$ cat src/rtl/cpu_types_pkg.sv
// Shared CPU types: register index, data word, hazard FSM state, hazard control bundle.
package cpu_types_pkg;
    localparam int REG_W  = 5;
    localparam int WORD_W = 32;

    typedef logic [REG_W-1:0]  regbits_t;
    typedef logic [WORD_W-1:0] word_t;

    typedef enum logic [1:0] {
        IDLE    = 2'd0,
        LOADUSE = 2'd1,
        DWAIT   = 2'd2,
        HALTED  = 2'd3
    } hazard_state_t;

    // Pipeline control outputs, MSB first in the order they appear on the interface.
    typedef struct packed {
        logic pc_en;
        logic stall_ifid;
        logic stall_idex;
        logic stall_exmem;
        logic flush_ifid;
        logic flush_idex;
        logic flush_exmem;
        logic flush_memwb;
        logic halted;
    } hazard_ctl_t;
endpackage

$ cat src/rtl/hazard_unit_if.sv
// Pipeline hazard signals; modport hu is the hazard unit, tb is the pipeline side.
// stall_cycles exists only when HAZARD_PERF_EN is defined.
interface hazard_unit_if;
    import cpu_types_pkg::*;

    regbits_t rs_id;
    regbits_t rt_id;
    regbits_t rw_ex;
    logic     regwrite_ex;
    logic     memread_ex;
    logic     dren_mem;
    logic     dwen_mem;
    logic     dhit;
    logic     ihit;
    logic     pc_redirect_mem;
    logic     halt_wb;

    logic     pc_en;
    logic     stall_ifid;
    logic     stall_idex;
    logic     stall_exmem;
    logic     flush_ifid;
    logic     flush_idex;
    logic     flush_exmem;
    logic     flush_memwb;
    logic     halted;
`ifdef HAZARD_PERF_EN
    word_t    stall_cycles;
`endif

    modport hu (
        input  rs_id, rt_id, rw_ex, regwrite_ex, memread_ex,
        input  dren_mem, dwen_mem, dhit, ihit, pc_redirect_mem, halt_wb,
        output pc_en, stall_ifid, stall_idex, stall_exmem,
        output flush_ifid, flush_idex, flush_exmem, flush_memwb, halted
`ifdef HAZARD_PERF_EN
        , output stall_cycles
`endif
    );

    modport tb (
        output rs_id, rt_id, rw_ex, regwrite_ex, memread_ex,
        output dren_mem, dwen_mem, dhit, ihit, pc_redirect_mem, halt_wb,
        input  pc_en, stall_ifid, stall_idex, stall_exmem,
        input  flush_ifid, flush_idex, flush_exmem, flush_memwb, halted
`ifdef HAZARD_PERF_EN
        , input stall_cycles
`endif
    );
endinterface

$ cat src/rtl/hazard_unit.sv
// Pipeline hazard unit: load-use bubbles, data/instr memory waits, redirect flush, halt.
// Controls are combinational in the cycle of the event; HAZARD_PERF_EN adds stall_cycles.
module hazard_unit #(
    parameter int LU_BUBBLES = 1
) (
    input  logic      CLK,
    input  logic      nRST,
    hazard_unit_if.hu hif
);
    import cpu_types_pkg::*;

    localparam logic [1:0] LU_EXTRA = 2'(LU_BUBBLES - 1);

    hazard_state_t state_q, state_d;
    logic [1:0]    cnt_q, cnt_d;
    hazard_ctl_t   ctl;
    logic          lu_hazard;
    logic          dmiss;

    assign lu_hazard = hif.memread_ex & hif.regwrite_ex & (hif.rw_ex != '0) &
                       ((hif.rw_ex == hif.rs_id) | (hif.rw_ex == hif.rt_id));
    assign dmiss     = (hif.dren_mem | hif.dwen_mem) & ~hif.dhit;

    always_comb begin
        state_d   = state_q;
        cnt_d     = cnt_q;
        ctl       = '0;
        ctl.pc_en = 1'b1;
        if (state_q == HALTED) begin
            ctl.pc_en       = 1'b0;
            ctl.stall_ifid  = 1'b1;
            ctl.stall_idex  = 1'b1;
            ctl.stall_exmem = 1'b1;
            ctl.halted      = 1'b1;
        end else begin
            if (dmiss) begin
                // A redirect sitting in MEM stays there, so it flushes on the dhit cycle.
                ctl.pc_en       = 1'b0;
                ctl.stall_ifid  = 1'b1;
                ctl.stall_idex  = 1'b1;
                ctl.stall_exmem = 1'b1;
                ctl.flush_memwb = 1'b1;
                state_d         = DWAIT;
                cnt_d           = '0;
            end else if (hif.pc_redirect_mem) begin
                ctl.flush_ifid  = 1'b1;
                ctl.flush_idex  = 1'b1;
                ctl.flush_exmem = 1'b1;
                state_d         = IDLE;
                cnt_d           = '0;
            end else if (state_q == LOADUSE) begin
                ctl.pc_en       = 1'b0;
                ctl.stall_ifid  = 1'b1;
                ctl.flush_idex  = 1'b1;
                cnt_d           = cnt_q - 2'd1;
                state_d         = (cnt_q == 2'd1) ? IDLE : LOADUSE;
            end else if (lu_hazard) begin
                // The detection cycle is the first bubble; LOADUSE covers the rest.
                ctl.pc_en       = 1'b0;
                ctl.stall_ifid  = 1'b1;
                ctl.flush_idex  = 1'b1;
                cnt_d           = LU_EXTRA;
                state_d         = (LU_EXTRA == 2'd0) ? IDLE : LOADUSE;
            end else begin
                state_d = IDLE;
                if (!hif.ihit) begin
                    ctl.pc_en      = 1'b0;
                    ctl.flush_ifid = 1'b1;
                end
            end
            if (hif.halt_wb) begin
                state_d = HALTED;
            end
        end
        if (!nRST) begin
            ctl = '0;
        end
    end

    always_ff @(posedge CLK or negedge nRST) begin
        if (!nRST) begin
            state_q <= IDLE;
            cnt_q   <= '0;
        end else begin
            state_q <= state_d;
            cnt_q   <= cnt_d;
        end
    end

    assign hif.pc_en       = ctl.pc_en;
    assign hif.stall_ifid  = ctl.stall_ifid;
    assign hif.stall_idex  = ctl.stall_idex;
    assign hif.stall_exmem = ctl.stall_exmem;
    assign hif.flush_ifid  = ctl.flush_ifid;
    assign hif.flush_idex  = ctl.flush_idex;
    assign hif.flush_exmem = ctl.flush_exmem;
    assign hif.flush_memwb = ctl.flush_memwb;
    assign hif.halted      = ctl.halted;

`ifdef HAZARD_PERF_EN
    word_t stall_cycles_q;

    always_ff @(posedge CLK or negedge nRST) begin
        if (!nRST) begin
            stall_cycles_q <= '0;
        end else if (!ctl.pc_en && (stall_cycles_q != '1)) begin
            stall_cycles_q <= stall_cycles_q + 32'd1;
        end
    end

    assign hif.stall_cycles = stall_cycles_q;
`endif
endmodule

$ cat src/flat_wrapper.sv
// flat-port wrapper written by rule: the top's interface ports become plain ports
module hazard_unit_flat import cpu_types_pkg::*;
#(
    parameter int LU_BUBBLES = 1
)
  (CLK, nRST, hif_rs_id, hif_rt_id, hif_rw_ex, hif_regwrite_ex, hif_memread_ex, hif_dren_mem, hif_dwen_mem, hif_dhit, hif_ihit, hif_pc_redirect_mem, hif_halt_wb, hif_pc_en, hif_stall_ifid, hif_stall_idex, hif_stall_exmem, hif_flush_ifid, hif_flush_idex, hif_flush_exmem, hif_flush_memwb, hif_halted);
  hazard_unit_if hif_i ();
  input  logic CLK;
  input  logic nRST;
  input wire logic [$bits(hif_i.rs_id)-1:0] hif_rs_id;
  input wire logic [$bits(hif_i.rt_id)-1:0] hif_rt_id;
  input wire logic [$bits(hif_i.rw_ex)-1:0] hif_rw_ex;
  input wire logic [$bits(hif_i.regwrite_ex)-1:0] hif_regwrite_ex;
  input wire logic [$bits(hif_i.memread_ex)-1:0] hif_memread_ex;
  input wire logic [$bits(hif_i.dren_mem)-1:0] hif_dren_mem;
  input wire logic [$bits(hif_i.dwen_mem)-1:0] hif_dwen_mem;
  input wire logic [$bits(hif_i.dhit)-1:0] hif_dhit;
  input wire logic [$bits(hif_i.ihit)-1:0] hif_ihit;
  input wire logic [$bits(hif_i.pc_redirect_mem)-1:0] hif_pc_redirect_mem;
  input wire logic [$bits(hif_i.halt_wb)-1:0] hif_halt_wb;
  output wire logic [$bits(hif_i.pc_en)-1:0] hif_pc_en;
  output wire logic [$bits(hif_i.stall_ifid)-1:0] hif_stall_ifid;
  output wire logic [$bits(hif_i.stall_idex)-1:0] hif_stall_idex;
  output wire logic [$bits(hif_i.stall_exmem)-1:0] hif_stall_exmem;
  output wire logic [$bits(hif_i.flush_ifid)-1:0] hif_flush_ifid;
  output wire logic [$bits(hif_i.flush_idex)-1:0] hif_flush_idex;
  output wire logic [$bits(hif_i.flush_exmem)-1:0] hif_flush_exmem;
  output wire logic [$bits(hif_i.flush_memwb)-1:0] hif_flush_memwb;
  output wire logic [$bits(hif_i.halted)-1:0] hif_halted;
  assign hif_i.rs_id = hif_rs_id;
  assign hif_i.rt_id = hif_rt_id;
  assign hif_i.rw_ex = hif_rw_ex;
  assign hif_i.regwrite_ex = hif_regwrite_ex;
  assign hif_i.memread_ex = hif_memread_ex;
  assign hif_i.dren_mem = hif_dren_mem;
  assign hif_i.dwen_mem = hif_dwen_mem;
  assign hif_i.dhit = hif_dhit;
  assign hif_i.ihit = hif_ihit;
  assign hif_i.pc_redirect_mem = hif_pc_redirect_mem;
  assign hif_i.halt_wb = hif_halt_wb;
  assign hif_pc_en = hif_i.pc_en;
  assign hif_stall_ifid = hif_i.stall_ifid;
  assign hif_stall_idex = hif_i.stall_idex;
  assign hif_stall_exmem = hif_i.stall_exmem;
  assign hif_flush_ifid = hif_i.flush_ifid;
  assign hif_flush_idex = hif_i.flush_idex;
  assign hif_flush_exmem = hif_i.flush_exmem;
  assign hif_flush_memwb = hif_i.flush_memwb;
  assign hif_halted = hif_i.halted;
  hazard_unit #(.LU_BUBBLES(LU_BUBBLES)) u_core (.CLK(CLK), .nRST(nRST), .hif(hif_i));
endmodule
$ cat config.mk
export PLATFORM = sky130hd
export DESIGN_NAME = hazard_unit_flat
export DESIGN_NICKNAME = d
export VERILOG_FILES = /design/src/rtl/cpu_types_pkg.sv /design/src/rtl/hazard_unit_if.sv /design/src/rtl/hazard_unit.sv /design/src/flat_wrapper.sv
export SDC_FILE = /design/constraint.sdc
export NUM_CORES = 1
export LEC_CHECK = 0
export CORE_MARGIN = 5
export CORE_UTILIZATION = 34
export DETAILED_ROUTE_END_ITERATION = 7
export PLACE_DENSITY = 0.77
export SYNTH_ARGS = -nofsm -noshare
export SYNTH_HDL_FRONTEND = slang
export SYNTH_SLANG_ARGS = --single-unit
$ cat constraint.sdc
create_clock -name CLK -period 2.7 [get_ports CLK]
set_input_delay 0.675 -clock CLK [delete_from_list [all_inputs] [get_ports CLK]]
set_output_delay 0.675 -clock CLK [all_outputs]
set_load 0.01 [all_outputs]
==> run metrics <==
status=finished clean; CP Launch Type=input pin; Post-Syn Area=504 um2; number of port buffers=33; Root Buffer Master=clkbuf_4; FFs w/ async S/R, synth=1.00; # nets final=147; critical-path cell list=buf_6, or4_4, o211ai_2, buf_4, nor2b_1, a21bo_2, buf_6; floorplan row count=13; Slew headroom=0.729; Max IR drop VDD=325 uV; setup violators final=0; LEAKAGE=0.472 nW; GRT overflow=0; Top FF cell, synth=dfrtp_1; Tot Pwr=0.000263 W; DP Wirelength=around 1.5 mm; multi-input logic area=~420 um2; Synth top area share=0.199; die area=2350 um2; yosys warns=0; count of cell types in the netlist=32; first-pass GRT wire length=2.74 mm; Post-Synth XOR/XNOR Area=0.174; Tmin final=2680 ps; DRC Markers=0; CTS Hold Bufs=0; CP max stage delay=520 ps; die width=48.5 um; final instance area=1030 um2; CP Class=in2out; via/cell ratio=5.11; vias in the first global route=653; CTS tree=built; drt total wl=1.77 mm; worst min path class=reg2reg; largest family of logic cells by synthesized area=simple AND/OR/NAND/NOR gates; CTS buffer count=3; DP Area=between 900 and 1000 um2; Peak Freq=0.373 GHz; Syn Area/Cell=7.76 um2; total global-route track usage=0.138; vias=685; leading area contributor after synthesis=dfrtp_1; R2R cell count=5; Buf/Inv on CP=3; commonest non-fill, non-tap cells in the layout=buf_4 (19), clkdlybuf4s50_1 (16), xnor2_1 (10), nand2_1 (8), o21ai_0 (6); delay-heaviest family, CP=simple AND/OR/NAND/NOR gates; drt wl/cell=13.2 um; Synth Register Bits=4; H-tree Lvls=1; final-layout fill cell count=96; adder-cell share of the synthesized area=0.0248; pwr dens=approximately 250 nW/um2; clock latency at the later pin of the worst-skew pair=220 ps; clk slew on worst S/H paths=40 ps; CTS sink cnt=4; # diodes=0; max cap viols=0; hold path cells=2; Max Slew Vio Count=0; Required @ worst endpoint=2030 ps; clock skew=1.15 ps; Final Hold Viols=0; crit path max fanout=4; CP dominant cell by count=buf_6; Crit. End Element=primary output; Crit-path slowest cell=or4_4; complex-gate fraction of the synthesized area=0.258; Initial Util=0.373; cell depth of the worst setup path=7; clk buf depth=2; largest net degree at the start of global routing=9; Worst Tran Pin Value=404 ps; die height=48.5 um; Antenna Nets Post-Route=0; mux share of post-synthesis cell area=0; DRT iter0 DRCs=7; initial antenna violation count=0; Mapped Cells=between 60 and 70; Post-Syn Nets=91; area delta synth->final=105%; FF/Latch Area=100 um2; TritonRoute pass-1 iters=4; hold slack=approximately 580 ps; post-synthesis simple-gate area fraction=0.308; commonest non-fill, non-tap cell in the layout=buf_4; Core Region=1350 um2; gpl congestion=0.779; ranking of synthesized cells by area=dfrtp_1 (20%), xnor2_1 (17%), o21ai_0 (6.0%), nand2_1 (6.0%), and3_1 (3.7%); Post-synth EDFFs=0; fin crit share=0.994; sequential cell area fraction in the yosys report=0.199; layout cell share with drive strength beyond 1=0.319; critical path arrival=about 2000 ps; I/O pin total=34
==> cells by family (layout without fill, tap and decap cells) <==
logic type	Yosys count	count (layout)
AOI/OAI and AO/OA	18	18
and+or+nand+nor	28	28
buffers and inverters	4	58
DFF	4	4
adders and majority gates	1	1
xor gates and xnor gates	10	10
==> worst register-to-register path: stages (launching register included) <==
cell and delay [ps]:
dfrtp_1 420, ha_1 290, inv_1 40, o41ai_1 300, a32oi_1 80, o21ai_0 100
==> cell usage after synthesis, types with 2 or more instances <==
library cell,instances
xnor2_1,10
nand3_1,3
a31oi_1,2
and3_1,3
dfrtp_1,4
nor2b_1,3
inv_1,2
o21ai_0,6
nand2_1,8
nor3_1,2
==> registers in the layout (all words and copies together) (netlist names) <==
name	count
u_core.cnt_q	2
u_core.state_q	2
==> per-stage QoR <==
stage / std cells / setup TNS, ps / util / setup WS (ps)
5_1_grt: 134 / -21.3 / 0.766 / -18.3
4_1_cts: 133 / -36.7 / 0.749 / -16.1
3_3_place_gp: 125 / -3110 / 0.702 / -685
2_1_floorplan: 65 / 0 / - / 180
6_report: 134 / 0 / 0.766 / 17.0
3_5_place_dp: 125 / -3430 / 0.702 / -752
==> final cells by class <==
type	count	area share
well taps	15	0.0182
multi-input cells	57	0.410
inverters	2	0.00726
clock buffers	3	0.0218
repair buffers	53	0.446
flip-flops and latches	4	0.0969
==> power by group <==
group | internal, W | total, W | switching (W)
clock | 0.0000494 | 0.0000684 | 0.0000190
sequential | 0.0000651 | 0.0000707 | 0.00000555
combinational | 0.0000768 | 0.000124 | 0.0000474
total | 0.000191 | 0.000263 | 0.0000719
==> what timing repair did <==
item,CTS,global route
resized for setup,47,5
setup buffers,5,1
setup endpoints to repair,9,5
hold endpoints to repair,0,0
pin swaps,6,2
==> routing by layer <==
layer	global-route usage	wire length, um	up-vias
li1	-	-	353
met1	0.158	734	316
met2	0.265	969	16
met3	0.0214	65	0
met4	0.0269	0	0
met5	0	0	-
==> worst paths after layout <==
path,startpoint,endpoint,slack (ps)
setup / recovery,hif_rw_ex[4],hif_flush_idex,20
setup reg to reg,u_core.cnt_q[0]$_DFFE_PN0P_,u_core.cnt_q[1]$_DFFE_PN0P_,1390
hold reg to reg,u_core.cnt_q[1]$_DFFE_PN0P_,u_core.cnt_q[1]$_DFFE_PN0P_,580
min in group asynchronous,nRST,u_core.cnt_q[0]$_DFFE_PN0P_,850
max in group asynchronous,nRST,u_core.state_q[1]$_DFFE_PN0N_,1740
hold / removal,u_core.cnt_q[1]$_DFFE_PN0P_,u_core.cnt_q[1]$_DFFE_PN0P_,580
(Power assumes the default switching activity.)
